## config.mk

```make
export PLATFORM = sky130hd
export DESIGN_NAME = fetch_sequencer
export DESIGN_NICKNAME = d
export VERILOG_FILES = /design/src/rtl/fetch_sequencer.sv
export SDC_FILE = /design/constraint.sdc
export NUM_CORES = 1
export LEC_CHECK = 0
export ABC_AREA = 1
export CAP_MARGIN = 20
export CORE_UTILIZATION = 40
export CTS_BUF_LIST = sky130_fd_sc_hd__clkbuf_4 sky130_fd_sc_hd__clkbuf_8 sky130_fd_sc_hd__clkbuf_16
export CTS_CLUSTER_DIAMETER = 50
export DETAILED_ROUTE_END_ITERATION = 7
export MAX_ROUTING_LAYER = met4
export PLACE_DENSITY = 0.66
export SLEW_MARGIN = 25
export SYNTH_ARGS = -nofsm -noshare
export SYNTH_HDL_FRONTEND = slang
export SYNTH_SLANG_ARGS = --single-unit
```

## constraint.sdc

```tcl
create_clock -name clk -period 2.4 [get_ports clk]
set_clock_uncertainty 0.2 [all_clocks]
set_input_delay 0.48 -clock clk [delete_from_list [all_inputs] [get_ports clk]]
set_output_delay 0.48 -clock clk [all_outputs]
set_load 0.005 [all_outputs]
```

## src/rtl/fetch_sequencer.sv

```systemverilog
// Fetch-stage PC sequencer: owns the program counter, handles branch redirects
// with flush bubbles, stall holds and halt/resume, and flags IF/ID validity.
//
// state   | meaning
// --------+-------------------------------------------------------------
// S_IDLE  | out of reset; one dead cycle for the first imem read
// S_RUN   | normal fetch: increment, stall hold, redirect or halt
// S_FLUSH | bubbles after a taken redirect; PC streams from the target
// S_HALT  | halted, PC held until resume_i

module fetch_sequencer #(
   parameter int PC_W             = 24,
   parameter int REDIRECT_BUBBLES = 2,
   parameter int CNT_W            = 16
) (
   input  logic             clk,
   input  logic             reset,
   input  logic             stall_i,
   input  logic             branch_taken_i,
   input  logic [PC_W-1:0]  branch_target_i,
   input  logic             halt_i,
   input  logic             resume_i,
   output logic [PC_W-1:0]  pc_o,
   output logic             valid_o,
   output logic             flush_o,
   output logic             halted_o,
   output logic [CNT_W-1:0] redirect_cnt_o
);

   localparam int BUB_W = 4;
   localparam logic [BUB_W-1:0] BUB_LOAD = BUB_W'(REDIRECT_BUBBLES);

   typedef enum logic [1:0] {
      S_IDLE  = 2'd0,
      S_RUN   = 2'd1,
      S_FLUSH = 2'd2,
      S_HALT  = 2'd3
   } state_t;

   state_t           state;
   logic [BUB_W-1:0] bub_cnt;

   // Flag outputs are loaded together with the state so they always match it.
   always_ff @(posedge clk) begin
      if (!reset) begin
         state          <= S_IDLE;
         pc_o           <= '0;
         bub_cnt        <= '0;
         redirect_cnt_o <= '0;
         valid_o        <= 1'b0;
         flush_o        <= 1'b0;
         halted_o       <= 1'b0;
      end else begin
         case (state)
            S_IDLE: begin
               state   <= S_RUN;
               valid_o <= 1'b1;
            end

            S_RUN: begin
               if (halt_i) begin
                  state    <= S_HALT;
                  valid_o  <= 1'b0;
                  halted_o <= 1'b1;
               end else if (branch_taken_i) begin
                  state   <= S_FLUSH;
                  pc_o    <= branch_target_i;
                  bub_cnt <= BUB_LOAD;
                  valid_o <= 1'b0;
                  flush_o <= 1'b1;
                  if (redirect_cnt_o != {CNT_W{1'b1}})
                     redirect_cnt_o <= redirect_cnt_o + CNT_W'(1);
               end else if (!stall_i) begin
                  pc_o <= pc_o + PC_W'(1);
               end
            end

            S_FLUSH: begin
               // Requests arriving here belong to squashed instructions.
               pc_o    <= pc_o + PC_W'(1);
               bub_cnt <= bub_cnt - BUB_W'(1);
               if (bub_cnt == BUB_W'(1)) begin
                  state   <= S_RUN;
                  flush_o <= 1'b0;
                  valid_o <= 1'b1;
               end
            end

            S_HALT: begin
               if (resume_i) begin
                  state    <= S_RUN;
                  halted_o <= 1'b0;
                  valid_o  <= 1'b1;
               end
            end

            default: begin
               state    <= S_IDLE;
               valid_o  <= 1'b0;
               flush_o  <= 1'b0;
               halted_o <= 1'b0;
            end
         endcase
      end
   end

endmodule

```

Word level (Yosys, flattened, before mapping)
Cells that the tools add are included.
{"block": "totals", "output_inout_bits": 43, "ff_bits": 49}
{"block": "classes", "add_sub_neg": 3, "n_bitwise": 1, "n_mux": 24, "n_eq_ne": 12, "reduce_logical": 9}
{"operator": "$mux 24", "count": 3}
{"operator": "$pmux 24 s2", "count": 1}
{"operator": "$add 24x1->24 const B", "count": 1}
{"operator": "$add 16x1->16 const B", "count": 1}
{"operator": "$ne 16x16->1 const B", "count": 1}
{"operator": "$reduce_and 3->1", "count": 4}
{"operator": "$ne 2x2->1 const B", "count": 5}
{"operator": "$mux 1", "count": 9}
{"operator": "$mux 2", "count": 4}
{"operator": "$mux 4", "count": 2}
{"operator": "$pmux 2 s4", "count": 1}
{"operator": "$pmux 4 s2", "count": 1}
{"operator": "$reduce_and 4->1", "count": 2}
{"operator": "$ne 3x3->1 const B", "count": 2}
{"operator": "$eq 2x2->1 const B", "count": 2}
{"operator": "$eq 4x1->1 const B", "count": 1}
{"operator": "$pmux 1 s2", "count": 2}
{"operator": "$pmux 1 s4", "count": 1}
{"operator": "$reduce_bool 2->1", "count": 2}
{"operator": "$sub 4x1->4 const B", "count": 1}
{"operator": "$eq 2x1->1 const B", "count": 1}
{"operator": "$logic_not 2->1", "count": 1}
{"operator": "$not 1->1", "count": 1}

Logic depth before layout (Yosys ltp)
{"block": "logic_depth", "ltp_word": 5, "ltp_mapped": 10, "depth_no_buf": 10}

Least setup slack after synthesis
OpenSTA, ideal clock, no wires.
{"block": "synth_path", "path_kind": "flip-flop to flip-flop", "startpoint": "register redirect_cnt_o[0]", "endpoint": "register redirect_cnt_o[0]", "required_time_ps": 2072, "arrival_time_ps": 1472, "path_stages_with_launch": 10, "period_less_slack_ps": 1800, "path_slack_ps": 600, "setup_time_ps": 128, "path_cell_list": "dfxtp_1 > ha_1 > nand2_1 > nor3_4 > nand3_1 > nand2_1 > nand2_2 > buf_6 > xnor2_1 > nor2_1"}
{"block": "synth_between", "elab_chain_len": 2, "elab_cells_between_ends": 3, "classes_between": "1 x add/sub; 1 x eq/ne; 1 x reduce/logical"}
{"item": "start: declaration", "line_no": "27", "rtl": "output logic [CNT_W-1:0] redirect_cnt_o"}
{"item": "start signal: assignment", "line_no": "72", "rtl": "redirect_cnt_o <= redirect_cnt_o + CNT_W'(1);"}
{"item": "parallel branches: the longest is 2 deep, another holds $add 16x1->16"}
Several ways; the timed one is not identified.
A chain may end at the register's enable or synchronous reset.

Final worst setup path
Same ends and word-level chain as after synthesis.

==> impl_metrics.env <==
export IMPL_status="finished clean"
export IMPL_netlist_area_um2=3030
export IMPL_slew_headroom=0.729
export IMPL_cts_tree="done"
export IMPL_area_growth_synth_to_final_pct=31.3
export IMPL_critPathKind="flop to flop"
export IMPL_hold_viol_final=0
export IMPL_yosys_warnings=0
export IMPL_critPathArrivalTime_ns=2.13
export IMPL_grt_max_degree=28
export IMPL_drive_gt1_frac=0.0680
export IMPL_ys_top_cells_by_count="137 x nand2_1, 75 x nor2_1, 49 x dfxtp_1, 43 x inv_1, 41 x a21oi_1"
export IMPL_p_leak_nw=1.45
export IMPL_worst_hold_path_endpoint="halted_o"
export IMPL_grt_pass1_vias=2957
export IMPL_startpoint="redirect_cnt_o[0]"
export IMPL_antenna_left=0
export IMPL_worstPathMaxFanout=16
export IMPL_power_switching_mw=0.608
export IMPL_yosys_area_top_type_share=0.324
export IMPL_rsz0062_at_grt="no"
export IMPL_clockPowerShare=0.311
export IMPL_worstMarginPinSlew_ns=0.406
export IMPL_ys_seq_area_frac=0.324
export IMPL_synth_ff_type="dfxtp_1"
export IMPL_layout_min_cycle_time_ns=2.13
export IMPL_die_area_um2=7920
export IMPL_grt_pass1_wl_mm=13.3
export IMPL_via_per_inst=4.96
export IMPL_combPwrFrac=0.233
export IMPL_drt_iter0_drc=111
export IMPL_finalCritPeriodShare=0.886
export IMPL_cts_buffers=5
export IMPL_diodes=0
export IMPL_hold_depth=2
export IMPL_gp_congestion=0.861
export IMPL_ios=73
export IMPL_synth_seq_cells=49
export IMPL_switching_share=0.295
export IMPL_htreeDepth=2
export IMPL_min_from="halted_o"
export IMPL_core_area_um2=7290
export IMPL_start_util=0.415
export IMPL_gr_total_overflow=0
export IMPL_setup_violations=0
export IMPL_die_w_um=89.0
export IMPL_fmax_ghz=0.470
export IMPL_clkTransAtPathRegs_ns=0.09
export IMPL_irDropWorstVdd_mv=0.253
export IMPL_p_int_mw=1.46
export IMPL_synth_area_leaders="dfxtp_1 32%, nand2_1 17%, nor2_1 9.3%"
export IMPL_holdBufCountCts=0
export IMPL_maxCapViolations=0
export IMPL_hold_class="flop to flop"
export IMPL_fin_ws_ns=0.274
export IMPL_synth_most_common_cell="nand2_1"
export IMPL_vias=3265
export IMPL_seqPwrFrac=0.457
export IMPL_start_kind="flop"
export IMPL_synthCells=486
export IMPL_powerDensity_nw_per_um2=520
export IMPL_power_mw=2.06
export IMPL_reg2reg_depth=9
export IMPL_antenna_found_initial=0
export IMPL_syn_area_per_cell_um2=6.23
export IMPL_place_hpwl_mm=5.95
export IMPL_die_h_um=89.0
export IMPL_synth_edf_count=0
export IMPL_cts_resized_gates=0
export IMPL_reg2reg_from="redirect_cnt_o[0]"
export IMPL_clock_latency_ns=0.30
export IMPL_crit_path_end_kind="flop"
export IMPL_drc_errors=0
export IMPL_finalMaxSlewViolations=0
export IMPL_fin_nets=592
export IMPL_async_reset_ff_frac=0
export IMPL_clockBufferDepth=2
export IMPL_grt_use_total=0.222
export IMPL_rows=31
export IMPL_root_buffer="clkbuf_8"
export IMPL_wl_per_cell_um=12.3
export IMPL_cts_sinks=49
export IMPL_r2r_end="redirect_cnt_o[0]"
export IMPL_pre_cts_slack_ns=0.114
export IMPL_wirelength_mm=8.12
export IMPL_yosysTopAreaCell="dfxtp_1"
export IMPL_required_ns=2.40
export IMPL_drtPass1Iterations=4
export IMPL_rrSetupSlack_ns=0.27
export IMPL_syn_nets=520
export IMPL_ys_types=31
export IMPL_post_cts_setup_buffers=0
export IMPL_fin_tns_setup_ns=0
export IMPL_io_buffers=72
[worst max-delay path, stage by stage, from the launching register on]
cell	delay, ns
dfxtp_1	0.43
ha_1	0.23
nand2_1	0.12
nor3_4	0.20
nand3_1	0.13
nand2_1	0.09
nand2_2	0.19
buf_4	0.23
xnor2_1	0.15
nor2_1	0.05
[routing by layer]
| layer | track usage | part of all wire | wire (µm) |
|---|---|---|---|
| met4 | 0.0649 | 0.0073 | 59 |
| met5 | - | 0 | 0 |
| met2 | 0.381 | 0.49 | 3970 |
| met1 | 0.270 | 0.46 | 3730 |
| met3 | 0.0323 | 0.045 | 368 |
[worst max-delay path by stage]
stage,end,slack [ns],cells past startpoint
floorplan,redirect_cnt_o[0],0.60,9
global placement,redirect_cnt_o[2],0.16,9
CTS,redirect_cnt_o[15],0.26,9
global route,redirect_cnt_o[15],0.04,9
detailed placement,redirect_cnt_o[0],0.11,8
finish,redirect_cnt_o[0],0.27,9
[through the flow]
stage,hold slack [ns],instances,utilization,instance area [µm²]
after floorplan,0.255,486,-,3030
after detailed placement,0.255,650,0.528,3850
after CTS,0.274,658,0.545,3970
final,0.270,658,0.545,3970
after global placement,0.254,650,0.528,3850
after global routing,0.299,658,0.545,3970
[layout by cell type (no fill, tap or decap), types with 3 or more instances in the layout]
master           instances
clkbuf_8                 6
nor2_2                   3
dfxtp_1                 49
nand4_1                  5
o21ai_1                 16
nand3_1                 33
xnor2_1                  6
nand2_2                  5
nor3_1                   7
clkdlybuf4s50_1         72
o211ai_1                 3
buf_4                    7
inv_1                   43
nand2_1                137
nor2_4                   3
a21oi_1                 41
o21ai_0                 15
xor2_1                   6
nor2_1                  75
ha_1                     4
nor3b_1                  3
inv_2                    6
[power groups by stage]
stage / clock network (mW) / registers (mW) / logic [mW]
global route: 0.692 / 0.953 / 0.543
global placement: 0 / 0.961 / 0.472
finish: 0.641 / 0.943 / 0.480
CTS: 0.660 / 0.943 / 0.485
detailed placement: 0 / 0.962 / 0.482
floorplan: 0 / 0.947 / 0.286
[kinds of logic (layout without fill, tap and decap cells)]
logic type                 after synthesis  in the layout  share of synthesized area
adders and majority gates                4              4                     0.0165
buffers and inverters                   65            138                     0.0918
DFF                                     49             49                      0.324
xor gates and xnor gates                12             12                     0.0347
and+or+nand+nor                        276            276                      0.393
muxes                                    1              1                    0.00331
AOI/OAI and AO/OA                       79             79                      0.136
[sequential cells by signal, summed over array words and instances, names as in the netlist]
name,cells
valid_o,1
bub_cnt,4
pc_o,24
halted_o,1
flush_o,1
state,2
redirect_cnt_o,16
[layout make-up]
class / count / area [µm²]
Timing Repair Buffer: 80 / 793
Fill cell: 770 / 3320
Multi-Input combinational cell: 372 / 1770
Sequential cell: 49 / 981
Clock buffer: 7 / 90.1
Clock inverter: 1 / 30.0
Inverter: 50 / 188
Tap cell: 99 / 124
Power figures use the tool's default switching activity.
